--- src/rtl/uart_ctrl_pkg.sv ---
// Shared definitions for the UART RX command sequencer: opcodes, FSM states,
// legal prescale values and the prescale legality helper.
package uart_ctrl_pkg;

    localparam logic [7:0] WR_CMD  = 8'hAA;
    localparam logic [7:0] RD_CMD  = 8'hBB;
    localparam logic [7:0] CFG_CMD = 8'hCC;

    localparam logic [5:0] PRESCALE_8       = 6'd8;
    localparam logic [5:0] PRESCALE_16      = 6'd16;
    localparam logic [5:0] PRESCALE_32      = 6'd32;
    localparam logic [5:0] DEFAULT_PRESCALE = PRESCALE_8;

    typedef enum logic [2:0] {
        IDLE,
        WR_ADDR,
        WR_DATA,
        RD_ADDR,
        RD_WAIT,
        TX_SEND,
        CFG_DATA
    } state_t;

    function automatic logic prescale_legal(input logic [5:0] p);
        return (p == PRESCALE_8) || (p == PRESCALE_16) || (p == PRESCALE_32);
    endfunction

endpackage

--- src/rtl/uart_cmd_timer.sv ---
// Inter-byte timeout counter: clears on clr, counts while en, and holds at
// TERMINAL with done asserted until the next clear.
module uart_cmd_timer #(
    parameter int WIDTH    = 16,
    parameter int TERMINAL = 1024
) (
    input  logic clk,
    input  logic rst,
    input  logic clr,
    input  logic en,
    output logic done
);

    localparam logic [WIDTH-1:0] TERM = WIDTH'(TERMINAL);

    logic [WIDTH-1:0] count_reg;

    always_ff @(posedge clk or negedge rst) begin
        if (!rst) begin
            count_reg <= '0;
        end else if (clr) begin
            count_reg <= '0;
        end else if (en && (count_reg != TERM)) begin
            count_reg <= count_reg + WIDTH'(1);
        end
    end

    assign done = (count_reg == TERM);

endmodule

--- src/rtl/uart_rx_cmd_ctrl.sv ---
// Byte-framed command sequencer behind UART_RX: register writes/reads, read
// response over UART TX, and RX configuration. UART_CMD_TIMEOUT_EN adds an inter-byte timeout.
module uart_rx_cmd_ctrl
    import uart_ctrl_pkg::*;
#(
    parameter int DATA_WIDTH  = 8,
    parameter int ADDR_WIDTH  = 4,
    parameter int TIMEOUT_CYC = 1024
) (
    input  logic                  clk,
    input  logic                  rst,
    input  logic [DATA_WIDTH-1:0] rx_p_data,
    input  logic                  rx_d_valid,
    input  logic                  rx_err,
    output logic [ADDR_WIDTH-1:0] rf_addr,
    output logic                  rf_wr_en,
    output logic [DATA_WIDTH-1:0] rf_wr_data,
    output logic                  rf_rd_en,
    input  logic [DATA_WIDTH-1:0] rf_rd_data,
    input  logic                  rf_rd_valid,
    output logic [DATA_WIDTH-1:0] tx_p_data,
    output logic                  tx_d_valid,
    input  logic                  tx_busy,
    output logic                  cfg_par_en,
    output logic                  cfg_par_type,
    output logic [5:0]            cfg_prescale,
    output logic [7:0]            err_cnt
);

    state_t                  state_reg, state_next;
    logic [ADDR_WIDTH-1:0]   addr_reg, addr_next;
    logic [DATA_WIDTH-1:0]   wr_data_reg, wr_data_next;
    logic [DATA_WIDTH-1:0]   tx_data_reg, tx_data_next;
    logic                    wr_en_reg, wr_en_next;
    logic                    rd_en_reg, rd_en_next;
    logic                    par_en_reg, par_en_next;
    logic                    par_type_reg, par_type_next;
    logic [5:0]              prescale_reg, prescale_next;
    logic [7:0]              err_reg, err_next;
    logic                    err_hit;
    logic                    good_byte, bad_byte, addr_ok, resp_phase, timeout;

    assign good_byte  = rx_d_valid && !rx_err;
    assign bad_byte   = rx_d_valid && rx_err;
    assign addr_ok    = (rx_p_data[DATA_WIDTH-1:ADDR_WIDTH] == '0);
    // Once the read is issued the response must complete, so later bytes never abort it.
    assign resp_phase = (state_reg == RD_WAIT) || (state_reg == TX_SEND);

`ifdef UART_CMD_TIMEOUT_EN
    logic timer_done, in_frame;

    assign in_frame = (state_reg == WR_ADDR) || (state_reg == WR_DATA) ||
                      (state_reg == RD_ADDR) || (state_reg == CFG_DATA);

    uart_cmd_timer #(
        .WIDTH    (16),
        .TERMINAL (TIMEOUT_CYC)
    ) u_timer (
        .clk  (clk),
        .rst  (rst),
        .clr  (rx_d_valid),
        .en   (in_frame),
        .done (timer_done)
    );

    // A byte arriving on the terminal cycle takes priority over the timeout.
    assign timeout = timer_done && in_frame && !rx_d_valid;
`else
    assign timeout = 1'b0;
`endif

    always_comb begin
        state_next    = state_reg;
        addr_next     = addr_reg;
        wr_data_next  = wr_data_reg;
        tx_data_next  = tx_data_reg;
        wr_en_next    = 1'b0;
        rd_en_next    = 1'b0;
        par_en_next   = par_en_reg;
        par_type_next = par_type_reg;
        prescale_next = prescale_reg;
        err_hit       = 1'b0;

        case (state_reg)
            IDLE: begin
                if (good_byte) begin
                    if (rx_p_data == WR_CMD)       state_next = WR_ADDR;
                    else if (rx_p_data == RD_CMD)  state_next = RD_ADDR;
                    else if (rx_p_data == CFG_CMD) state_next = CFG_DATA;
                    else                           err_hit    = 1'b1;
                end
            end
            WR_ADDR: begin
                if (good_byte) begin
                    if (addr_ok) begin
                        addr_next  = rx_p_data[ADDR_WIDTH-1:0];
                        state_next = WR_DATA;
                    end else begin
                        err_hit    = 1'b1;
                        state_next = IDLE;
                    end
                end
            end
            WR_DATA: begin
                if (good_byte) begin
                    wr_data_next = rx_p_data;
                    wr_en_next   = 1'b1;
                    state_next   = IDLE;
                end
            end
            RD_ADDR: begin
                if (good_byte) begin
                    if (addr_ok) begin
                        addr_next  = rx_p_data[ADDR_WIDTH-1:0];
                        rd_en_next = 1'b1;
                        state_next = RD_WAIT;
                    end else begin
                        err_hit    = 1'b1;
                        state_next = IDLE;
                    end
                end
            end
            RD_WAIT: begin
                if (rx_d_valid) err_hit = 1'b1;
                if (rf_rd_valid) begin
                    tx_data_next = rf_rd_data;
                    state_next   = TX_SEND;
                end
            end
            TX_SEND: begin
                if (rx_d_valid) err_hit = 1'b1;
                if (!tx_busy) state_next = IDLE;
            end
            CFG_DATA: begin
                if (good_byte) begin
                    par_en_next   = rx_p_data[0];
                    par_type_next = rx_p_data[1];
                    if (prescale_legal(rx_p_data[7:2])) prescale_next = rx_p_data[7:2];
                    else                                err_hit       = 1'b1;
                    state_next = IDLE;
                end
            end
            default: state_next = IDLE;
        endcase

        if (bad_byte) begin
            err_hit = 1'b1;
            if (!resp_phase) state_next = IDLE;
        end
        if (timeout) begin
            err_hit    = 1'b1;
            state_next = IDLE;
        end

        err_next = (err_hit && (err_reg != 8'hFF)) ? err_reg + 8'd1 : err_reg;
    end

    always_ff @(posedge clk or negedge rst) begin
        if (!rst) begin
            state_reg    <= IDLE;
            addr_reg     <= '0;
            wr_data_reg  <= '0;
            tx_data_reg  <= '0;
            wr_en_reg    <= 1'b0;
            rd_en_reg    <= 1'b0;
            par_en_reg   <= 1'b0;
            par_type_reg <= 1'b0;
            prescale_reg <= DEFAULT_PRESCALE;
            err_reg      <= 8'd0;
        end else begin
            state_reg    <= state_next;
            addr_reg     <= addr_next;
            wr_data_reg  <= wr_data_next;
            tx_data_reg  <= tx_data_next;
            wr_en_reg    <= wr_en_next;
            rd_en_reg    <= rd_en_next;
            par_en_reg   <= par_en_next;
            par_type_reg <= par_type_next;
            prescale_reg <= prescale_next;
            err_reg      <= err_next;
        end
    end

    // The TX request is combinational so it lands in the first cycle tx_busy is low.
    assign tx_d_valid   = (state_reg == TX_SEND) && !tx_busy;
    assign rf_addr      = addr_reg;
    assign rf_wr_data   = wr_data_reg;
    assign rf_wr_en     = wr_en_reg;
    assign rf_rd_en     = rd_en_reg;
    assign tx_p_data    = tx_data_reg;
    assign cfg_par_en   = par_en_reg;
    assign cfg_par_type = par_type_reg;
    assign cfg_prescale = prescale_reg;
    assign err_cnt      = err_reg;

endmodule

--- config.mk ---
export PLATFORM = sky130hd
export DESIGN_NAME = uart_rx_cmd_ctrl
export DESIGN_NICKNAME = d
export VERILOG_FILES = /design/src/rtl/uart_ctrl_pkg.sv /design/src/rtl/uart_cmd_timer.sv /design/src/rtl/uart_rx_cmd_ctrl.sv
export SDC_FILE = /design/constraint.sdc
export NUM_CORES = 1
export LEC_CHECK = 0
export CAP_MARGIN = 20
export CORE_MARGIN = 2
export CORE_UTILIZATION = 49
export DETAILED_ROUTE_END_ITERATION = 8
export GPL_ROUTABILITY_DRIVEN = 1
export PLACE_DENSITY = 0.87
export SYNTH_ARGS = -nofsm -noshare
export SYNTH_HDL_FRONTEND = slang
export SYNTH_SLANG_ARGS = --single-unit
export TNS_END_PERCENT = 1
--- constraint.sdc ---
create_clock -name clk -period 5 [get_ports clk]
set_input_delay 1.25 -clock clk [delete_from_list [all_inputs] [get_ports clk]]
set_output_delay 1.25 -clock clk [all_outputs]
set_load 0.005 [all_outputs]
== Word level (Yosys, flattened, before mapping) ==
Cells that the tools add are included.
Operators by class
  $add $sub $neg: 1
  equal/unequal tests: 13
  muxes and demuxes: 30
  reduce and logical (&&, ||, !) cells: 19
Operator list (count)
  two-way mux 3 bit: 12
  == test 8 bit (second input constant): 3
  one-hot mux 3 bit (6 select lines): 1
  two-way mux 1 bit: 15
  == test 3 bit (second input constant): 3
  adder 8 x 1 -> 8 bit (second input constant): 1
  inequality test 8 bit (second input constant): 1
  == test 3 x 2 -> 1 bit (second input constant): 2
  == test 6 x 4 -> 1 bit (second input constant): 1
  == test 6 x 5 -> 1 bit (second input constant): 1
  == test 6 bit (second input constant): 1
  AND reduction 2 bit: 3
  AND reduction 3 bit: 2
  OR reduction 2 bit: 3
  logical AND 1 bit: 4
  zero test 4 bit: 1
  one-hot mux 1 bit (4 select lines): 1
  == test 3 x 1 -> 1 bit (second input constant): 1
  zero test 3 bit: 1
  logical OR 1 bit: 3
  zero test 1 bit: 2
  two-way mux 2 bit: 1
Storage, ports and cells
  flip-flop bits (word level): 41
  output and inout port bits: 39
  logic and storage cells: 73

== Longest topological paths before layout ==
Gate-level depths: netlist of the first run.
  depth in word-level cells: 8
  mapped depth: 7
  depth with buffers taken out: 6

== Least setup slack after synthesis of the first run ==
OpenSTA, ideal clock, no wires.
  path type: input to register
  start point: input rx_p_data[4]
  end point: register err_reg[1], in the netlist err_cnt[1]
  arrival: 3.034 ns
  slack: 1.841 ns
  cell stages on the path: 6
  cells stage by stage: clkbuf_2 xor2_1 or4b_1 a311o_2 o221ai_4 mux2_4
On the way
  longest elaborated chain between the ends: 8
  elaborated cells between the ends (all ways): 20
  classes of those cells: eq/ne: 6; mux: 10; reduce/logical: 4
RTL lines
  start, declared: RTL line uart_rx_cmd_ctrl.sv:12  | input logic [DATA_WIDTH-1:0] rx_p_data,
  == test 8 bit, or another cell as far along: RTL line uart_rx_cmd_ctrl.sv:89  | else if (rx_p_data == CFG_CMD) state_next = CFG_DATA;
  two-way mux 1 bit / logical OR 1 bit (equally long branches): RTL line uart_rx_cmd_ctrl.sv:89, uart_ctrl_pkg.sv:25
  two-way mux 1 bit / logical OR 1 bit (equally long branches): RTL line uart_rx_cmd_ctrl.sv:88, uart_ctrl_pkg.sv:25
  two-way mux 1 bit, on equally long branches: RTL line uart_rx_cmd_ctrl.sv:87, uart_rx_cmd_ctrl.sv:138
  two-way mux 1 bit, on equally long branches: RTL line uart_rx_cmd_ctrl.sv:86, uart_rx_cmd_ctrl.sv:135
  one-hot mux 1 bit (4 select lines) (*): RTL line uart_rx_cmd_ctrl.sv:84  | case (state_reg)
  two-way mux 1 bit (*): RTL line uart_rx_cmd_ctrl.sv:146  | if (bad_byte) begin
  logical AND 1 bit (*): RTL line uart_rx_cmd_ctrl.sv:155  | err_next = (err_hit && (err_reg != 8'hFF)) ? err_reg + 8'd1 : err_reg;
  end signal, assigned: RTL line uart_rx_cmd_ctrl.sv:180  | err_reg <= err_next;
  end, declared: RTL line uart_rx_cmd_ctrl.sv:39  | logic [7:0] err_reg, err_next;
Mark *: on every way between the ends. The rest lies on a longest branch, timed or not.
A chain may end at the register's enable or synchronous reset.

== Worst setup path after layout of the first run ==
  start point: input tx_busy
  end point: output tx_d_valid
On the way
  longest elaborated chain between the ends: 2
RTL lines
  start, declared: RTL line uart_rx_cmd_ctrl.sv:23  | input logic tx_busy,
  zero test 1 bit: RTL line uart_rx_cmd_ctrl.sv:185  | assign tx_d_valid = (state_reg == TX_SEND) && !tx_busy;
  logical AND 1 bit: RTL line uart_rx_cmd_ctrl.sv:185
  end, declared: RTL line uart_rx_cmd_ctrl.sv:22  | output logic tx_d_valid,
No other way between the ends.

==> out/metrics.yaml, run 1 <==
critical_path:
  worst-setup-path-type: "input pin to output pin"
  cp_common_cell: "clkdlybuf4s50_1"
  cp_slowest_cell: "clkdlybuf4s50_1"
  cp.required_ns: 3.75
  cp-end-kind: "output pin"
  reg2regPathDepth: 5
  path_cells: "clkdlybuf4s50_1 > nor3_1 > clkdlybuf4s50_1"
  rr_startpoint: "state_reg[0]"
  r2r_slack_ns: 3.02
  max_stage_delay_ns: 0.52
  endpoint: "tx_d_valid"
  critPathLaunch: "tx_busy"
  crit_arrival_ns: 2.40
  path_max_fanout: 3
  r2r_end: "err_cnt[1]"
  crit_path_start_kind: "input pin"
yosys:
  ys_types: 33
  ys.flop_type: "dfrtp_1"
  ys_seq_elements: 41
  synth-edff-count: 0
  synth_top_cells_by_area: "dfrtp_1 (54%), mux2_2 (16%), xor2_1 (3.8%)"
  synth_top_area_share_pct: 54.0
  yosysTopAreaCell: "dfrtp_1"
  synth_nets: 177
  postSynthAreaPerCell_um2: 12.0
  synth.most_common_cell: "dfrtp_1"
  yosys_warnings: 0
  async_flop_share_pct: 100
  synth_seq_area_share_pct: 55.4
  ys_top_cells_by_count: "dfrtp_1 (40), mux2_2 (26), nor2_1 (10)"
  synth_area_mm2: 0.00185
  syn_inst: 154
clocking:
  cts_sinks: 41
  cts_setup_buffers: 0
  hold_buffers: 0
  cts.repair.resized: 0
  cts_root_buf: "clkbuf_8"
  cts_tree: "yes"
  clk_pin_slew_worst_paths_ns: 0.08
  clockBufferDepth: 2
  insertion_delay_ns: 0.29
  numCtsBuffers: 5
  cts_htree_levels: 2
global_route:
  overflow: 0
  grt.total_usage_pct: 20.6
  grt_antenna_before_repair: 0
  first_global_vias: 1376
  grt_first_pass_wirelength_um: 6580
  grt_max_degree: 42
placement:
  port_buffers: 60
  dpl.hpwl_um: 2850
  place.gp.congestion: 0.834
timing:
  period_needed_ns: 3.65
  worst_slew_pin_slew_ns: 0.864
  tns_ns: 0
  setup_viol_count_final: 0
  fmax_ghz: 0.274
  relSlewSlack_pct: 42.4
  maxSlewViolCount: 0
  finClkSkew_ns: 0.00210
  final-hold-violation-count: 0
  finalCritPeriodShare_pct: 73.0
  rsz0062_at_grt: "no"
power_and_ir_drop:
  power.density_mw_per_mm2: 340
  ir_worst_vdd_v: 0.000275
  p_leak_nw: 1.16
  fin_total_pwr_mw: 0.883
die:
  rows: 22
  die_x_um: 65.5
  die-height_um: 65.5
  start_util_pct: 50.6
  design.die.area_mm2: 0.00429
  coreArea_mm2: 0.00366
  io_pins: 61
route:
  route.detailed.drc: 0
  ant_nets: 0
  drtIter0Drc: 73
  first_pass_iters: 4
  vias: 1373
  detail_route.vias_per_cell: 5.18
  routed_wl_um: 3910
  wl_per_cell_um: 14.8
job:
  maxCapViolCount: 0
status:
  outcome: "completed"
finish:
  drive_gt1_share_pct: 18.4
  fin_nets: 239
  syn2layout_area_growth_pct: 40.3
  n_antenna_cell: 0
worst_hold_path:
  min_path_type: "register to register"
  min_from: "err_cnt[4]"
layout by cell type, fill, tap and decap left out, types with 2 or more instances in the layout:
cell type / instances
nor3_1: 5
mux2_2: 26
nand2_1: 8
clkdlybuf4s50_1: 59
a21oi_1: 8
inv_1: 2
nor2_1: 10
dfrtp_1: 40
clkbuf_8: 5
o21ai_0: 5
xor2_1: 8
nand2b_1: 2
nand3_1: 7
nor2b_1: 8
or3_1: 2
power by group:
group	internal [mW]	switching [mW]	total, mW
Sequential	0.372	0.0445	0.416
Combinational	0.130	0.0737	0.204
Clock	0.150	0.114	0.263
Total	0.652	0.232	0.883
critical path, delay by kind of cell:
family                 cells  cell delay, ns
buffers and inverters      2            0.96
AND/OR/NAND/NOR            1            0.19
worst min-delay path by stage:
stage                 endpoint  slack, ns  depth (start not counted)
6_report            err_cnt[4]       0.49                          1
5_1_grt        cfg_prescale[2]       0.52                          1
4_1_cts             err_cnt[4]       0.49                          1
3_5_place_dp        err_cnt[4]       0.48                          1
3_3_place_gp        err_cnt[4]       0.48                          1
2_1_floorplan       err_cnt[4]       0.48                          1
cells by family after synthesis:
kind of cell / Yosys count / synth area share, %
AO/OA/AOI/OAI: 18 / 6.68
XOR/XNOR: 9 / 4.25
adder cells (fa/ha/maj): 1 / 0.675
buffers and inverters: 7 / 1.48
flip-flops: 41 / 55.4
multiplexers: 27 / 16.6
AND/OR/NAND/NOR: 51 / 14.9
cell type report:
type	count	area [um^2]
inverter	2	7.51
clock inverter	2	38.8
clock buffer	6	72.6
tap	48	60.1
timing repair buffer	60	596
fill	261	1060
multi-input combinational	106	800
sequential	41	1030
stage by stage:
stage	hold WS [ns]	worst slack, ns	util (%)	std cells	area (um^2)
floorplan	0.477	1.84	-	154	1850
global route	0.519	1.31	71.1	265	2600
detailed placement	0.482	1.24	68.0	257	2490
CTS	0.493	1.34	71.1	265	2600
global placement	0.475	1.29	68.0	257	2490
finish	0.489	1.35	71.1	265	2600
layer usage:
layer | global-route usage, % | vias to the layer above | routed length (um)
met5 | 0 | - | 0
met3 | 7.36 | 8 | 238
met2 | 31.0 | 37 | 1840
li1 | - | 668 | -
met4 | 7.81 | 0 | 75
met1 | 27.3 | 660 | 1750
(Power assumes the default switching activity.)
==> run 2, diff against run 1 <==
CORE_UTILIZATION = 45   (was 49)
PLACE_DENSITY = 0.81   (was 0.87)
clock period = 3.5 ns   (was 5 ns; I/O delays follow)
==> run 2 against run 1 <==
Against the previous run: global-route usage is 0.89 points higher; clock power increased by 29%; final area is 1.4% higher; register-to-register slack worse by 1.5 ns; critical path depth rose by 3; clock-buffer cell count up 1; clock skew about the same; total power rose by 40%; via count increased by 5.6%.
==> out/metrics.yaml, run 2 (same netlist as run 1, synthesis figures left out) <==
critical_path:
  cp_num_buf_inv: 1
  cp-end-kind: "register"
  crit_path_start_kind: "input pin"
  cp_slowest_cell: "or4b_1"
  max_stage_delay_ns: 0.55
  path_max_fanout: 8
  path_delay_family: "simple AND/OR/NAND/NOR gates"
  r2r_end: "err_cnt[1]"
  cp.required_ns: 3.68
  r2r_slack_ns: 1.51
  path_cells: "clkdlybuf4s50_1 > nand4b_1 > or4b_1 > a311o_2 > o221ai_4 > mux2_4"
  rr_startpoint: "state_reg[0]"
  crit_arrival_ns: 3.23
  reg2regPathDepth: 5
  worst-setup-path-type: "input pin to register"
  critPathLaunch: "rx_p_data[2]"
placement:
  place.gp.congestion: 0.894
  preCtsSetupSlack_ns: 0.167
  dpl.hpwl_um: 3160
  port_buffers: 60
timing:
  maxSlewViolCount: 0
  period_needed_ns: 3.05
  final-hold-violation-count: 0
  relSlewSlack_pct: 40.8
  tns_ns: 0
  worst_slack_ns: 0.452
  rsz0062_at_grt: "no"
  fmax_ghz: 0.328
  finClkSkew_ns: 0.00169
  worst_slew_pin_slew_ns: 0.888
  finalCritPeriodShare_pct: 87.1
  setup_viol_count_final: 0
finish:
  nFillCells: 327
  fin_nets: 245
  syn2layout_area_growth_pct: 42.3
  final_cell_mix: "clkdlybuf4s50_1 (59), dfrtp_1 (40), mux2_2 (26), nor2_1 (10)"
  n_antenna_cell: 0
  final_common_cell: "clkdlybuf4s50_1"
  drive_gt1_share_pct: 21.1
die:
  die-height_um: 68.2
  rows: 23
  coreArea_mm2: 0.00397
  io_pins: 61
  die_x_um: 68.2
  start_util_pct: 46.7
  design.die.area_mm2: 0.00465
route:
  first_pass_iters: 4
  routed_wl_um: 4240
  drtIter0Drc: 92
  wl_met3_um: 253
  route.detailed.drc: 0
  detail_route.vias_per_cell: 5.31
  drt-met1-wl_um: 1810
  vias: 1450
  wl_per_cell_um: 15.5
  top_layer: "met4"
  dr_wl_met2_um: 2120
  ant_nets: 0
global_route:
  grt.total_usage_pct: 21.4
  first_global_vias: 1548
  grt_first_pass_wirelength_um: 7240
  overflow: 0
  grt_antenna_before_repair: 0
  grt_max_degree: 42
power_and_ir_drop:
  p_leak_nw: 1.18
  ir_worst_vdd_v: 0.000393
  power.density_mw_per_mm2: 469
status:
  outcome: "completed"
job:
  maxCapViolCount: 0
clocking:
  cts_root_buf: "clkbuf_8"
  clk_pin_slew_worst_paths_ns: 0.08
  hold_buffers: 0
  numCtsBuffers: 5
  insertion_delay_ns: 0.29
  cts_tree: "yes"
  cts.repair.resized: 0
  cts_sinks: 41
  clockBufferDepth: 2
  cts_htree_levels: 2
  cts_setup_buffers: 0
worst_hold_path:
  min_from: "err_cnt[7]"
  min_path_type: "register to register"
  worstHoldPathCells: 1
  holdPathEnd: "err_cnt[7]"
[run 2: cell types whose count changed in the layout (fill, tap and decap cells not counted), sizes merged]
cell,change
buf,+6
bufinv,-1
clkbuf,+1
[run 2: through the flow]
step	utilization (%)	hold slack [ns]	cell area, um^2	power (mW)	instances
3_3_place_gp	63.9	0.480	2540	0.894	265
2_1_floorplan	-	0.477	1850	0.720	154
6_report	66.4	0.500	2640	1.24	273
5_1_grt	66.4	0.520	2640	1.31	273
4_1_cts	66.4	0.501	2640	1.25	273
3_5_place_dp	63.9	0.484	2540	0.906	265
[run 2: worst max path at each step]
| stage | to | slack (ns) | cells past startpoint |
|---|---|---|---|
| floorplan | err_cnt[1] | 0.72 | 6 |
| global placement | err_cnt[1] | 0.18 | 6 |
| detailed placement | err_cnt[1] | 0.17 | 6 |
| CTS | err_cnt[1] | 0.47 | 6 |
| global route | err_cnt[1] | 0.34 | 6 |
| finish | err_cnt[1] | 0.45 | 6 |
[run 2: layout make-up]
| cell class | count | area (um^2) | share of cell area (%) |
|---|---|---|---|
| clock buffer | 7 | 96.3 | 3.65 |
| clock inverter | 1 | 5.00 | 0.190 |
| inverter | 2 | 7.51 | 0.284 |
| multi-input combinational | 106 | 800 | 30.3 |
| sequential | 41 | 1030 | 38.9 |
| tap | 50 | 62.6 | 2.37 |
| timing repair buffer | 66 | 641 | 24.3 |
[run 2: report_power, final]
group	total [mW]	internal [mW]	leakage, nW	switching (mW)
registers	0.598	0.531	0.545	0.0674
clock network	0.339	0.178	0.0542	0.161
logic	0.301	0.190	0.586	0.112
total	1.24	0.899	1.18	0.340
[run 2: metal layers]
| metal | up-vias | track usage [%] |
|---|---|---|
| li1 | 678 | - |
| met1 | 715 | 26.4 |
| met2 | 52 | 35.7 |
| met3 | 5 | 6.58 |
| met4 | 0 | 7.50 |
| met5 | - | 0 |
==> RTL change, RTL diff (settings of run 1) <==
Build with the macro `UART_CMD_TIMEOUT_EN` defined.
--- a/src/rtl/uart_rx_cmd_ctrl.sv
+++ b/src/rtl/uart_rx_cmd_ctrl.sv
@@ -1,5 +1,7 @@
 // Byte-framed command sequencer behind UART_RX: register writes/reads, read
 // response over UART TX, and RX configuration. UART_CMD_TIMEOUT_EN adds an inter-byte timeout.
+`define UART_CMD_TIMEOUT_EN
+
 module uart_rx_cmd_ctrl
     import uart_ctrl_pkg::*;
 #(
Formal check against the unedited RTL: no difference found for any inputs over 10 cycles, from zero or initial values and one cycle with rst low; that may be too few to reach the edited logic, so the function may still have changed.
==> RTL change against run 1 <==
Design area grew 36%; maximum frequency shrank 1.5%; synthesized area grew 46%; largest cell class unchanged; routed wire length grew 42%; setup slack lost 55 ps; power grew 28%; final cell count grew 44%; sequential cell count grew 16; critical endpoint unchanged; highest routed layer unchanged.
==> RTL change: results (changes against run 1) <==
stage	metric	value	unit	change
placement	Post-DP Area	3350	um^2	+34%
power_and_ir_drop	Peak supply drop	0.000186	V	-32%
clock_network	Clk Latency, worst-skew pair	340	ps	+50 ps
worst_setup_path	reg2reg start	state_reg[0]$_DFF_PN0_		
detailed_routing	TritonRoute pass-1 iters	4		unchanged
grt	vias in the first global route	2074		+51%
clock_network	clock buffer depth	2		unchanged
placement	Placer Congestion	0.902		+8.2%
grt	gr usage total	20.1	%	-0.43 points
grt	largest net degree at the start of global routing	58		+38%
synthesis	asr flop ratio synth	100	%	unchanged
placement	placed insts	366		+42%
synthesis	Synth area leaders	dfrtp_1, mux2_2, xor2_1		
placement	pre-CTS WS	1290	ps	+46.3 ps
synthesis	Synth top area share	51.8	%	-2.2 points
finish	layout cell share with drive strength beyond 1	16.8	%	-1.7 points
detailed_routing	via count	2028		+48%
sta	Tightest Pin Transition	991	ps	+128 ps
worst_setup_path	Crit Path Max Fanout	2		-1
placement	DP HPWL	3810	um	+34%
clock_network	H-tree depth	3		+1
synthesis	Mapped Nets	267		+51%
finish	# diodes	0		unchanged
finish	nets	330		+38%
clock_network	cts repair resizes	0		unchanged
worst_setup_path	reg-to-reg endpoint	u_timer.count_reg[11]$_DFFE_PN0P_		
finish	max reg flops	16		
detailed_routing	initial DRC count	142		+95%
worst_setup_path	CP Launch Point	tx_busy		
grt	first-pass GRT wire length	9560	um	+45%
clock_network	CTS Buf Count	9		+4
worst_setup_path	CP arrival	2450	ps	+50 ps
synthesis	Seq/Total Area, Yosys	52.8	%	-2.6 points
detailed_routing	WL final	5530	um	+42%
outcome	status	complete, no violations		
synthesis	Avg Synthesized Cell Area	11.2	um^2	-7.1%
sta	Final Skew	7.09	ps	+4.99 ps
worst_setup_path	R2R depth	6		+1
detailed_routing	DR vias/cell	5.31		+2.5%
synthesis	synth cell count leaders	dfrtp_1, nor2_1, mux2_2		
sta	final hold slack	494	ps	+5.16 ps
worst_setup_path	Reg2Reg Setup Slack	2730	ps	-290 ps
power_and_ir_drop	Pleak	1.54	nW	+33%
synthesis	count of cell types in the netlist	43		+30%
## RTL change: cell types whose count changed in the layout (fill, tap and decap cells not counted), moves of 6 or more
cell and change:
nand4_1 +9, dfrtp_1 +16, clkbuf_8 +6, nor2_1 +18, xor2_1 +10
## RTL change: power breakdown
group | switching, W | internal [W]
Sequential | 0.0000430 | 0.000502
Clock | 0.000183 | 0.000204
Combinational | 0.0000794 | 0.000121
Total | 0.000305 | 0.000827
## RTL change: worst max-delay path: stages
cell and delay (ps):
clkdlybuf4s50_1 410, nand2b_1 160, nor2_1 120, clkdlybuf4s50_1 510
## RTL change: layout make-up
| type | instances | area (um^2) |
|---|---|---|
| clock buffer | 11 | 151 |
| multi-input combinational | 168 | 1190 |
| inverter | 7 | 26.3 |
| fill | 423 | 1880 |
| tap | 72 | 90.1 |
| timing repair buffer | 62 | 611 |
| clock inverter | 5 | 30.0 |
| sequential | 57 | 1430 |
## RTL change: logic make-up after synthesis
family | after synthesis | share of synthesized area [%]
AND/OR/NAND/NOR | 96 | 19.2
AO/OA/AOI/OAI | 18 | 4.53
adder cells (fa/ha/maj) | 3 | 1.39
flip-flops | 57 | 52.8
XOR/XNOR | 24 | 7.77
multiplexers | 27 | 11.2
buffers and inverters | 17 | 3.14
## RTL change: worst max-delay path by stage
stage                       to  slack, ps  cells after the start
floorplan           tx_d_valid       2250                      2
global placement    tx_d_valid       1310                      4
detailed placement  tx_d_valid       1290                      4
CTS                 tx_d_valid       1290                      4
global route        tx_d_valid       1220                      4
finish              tx_d_valid       1300                      4
## RTL change: routing by layer
layer | wire [um] | global-route usage (%) | share of wire, %
met1 | 2470 | 25.6 | 45
met2 | 2590 | 30.4 | 47
met3 | 350 | 6.55 | 6.3
met4 | 119 | 11.2 | 2.2
met5 | 0 | 0 | 0
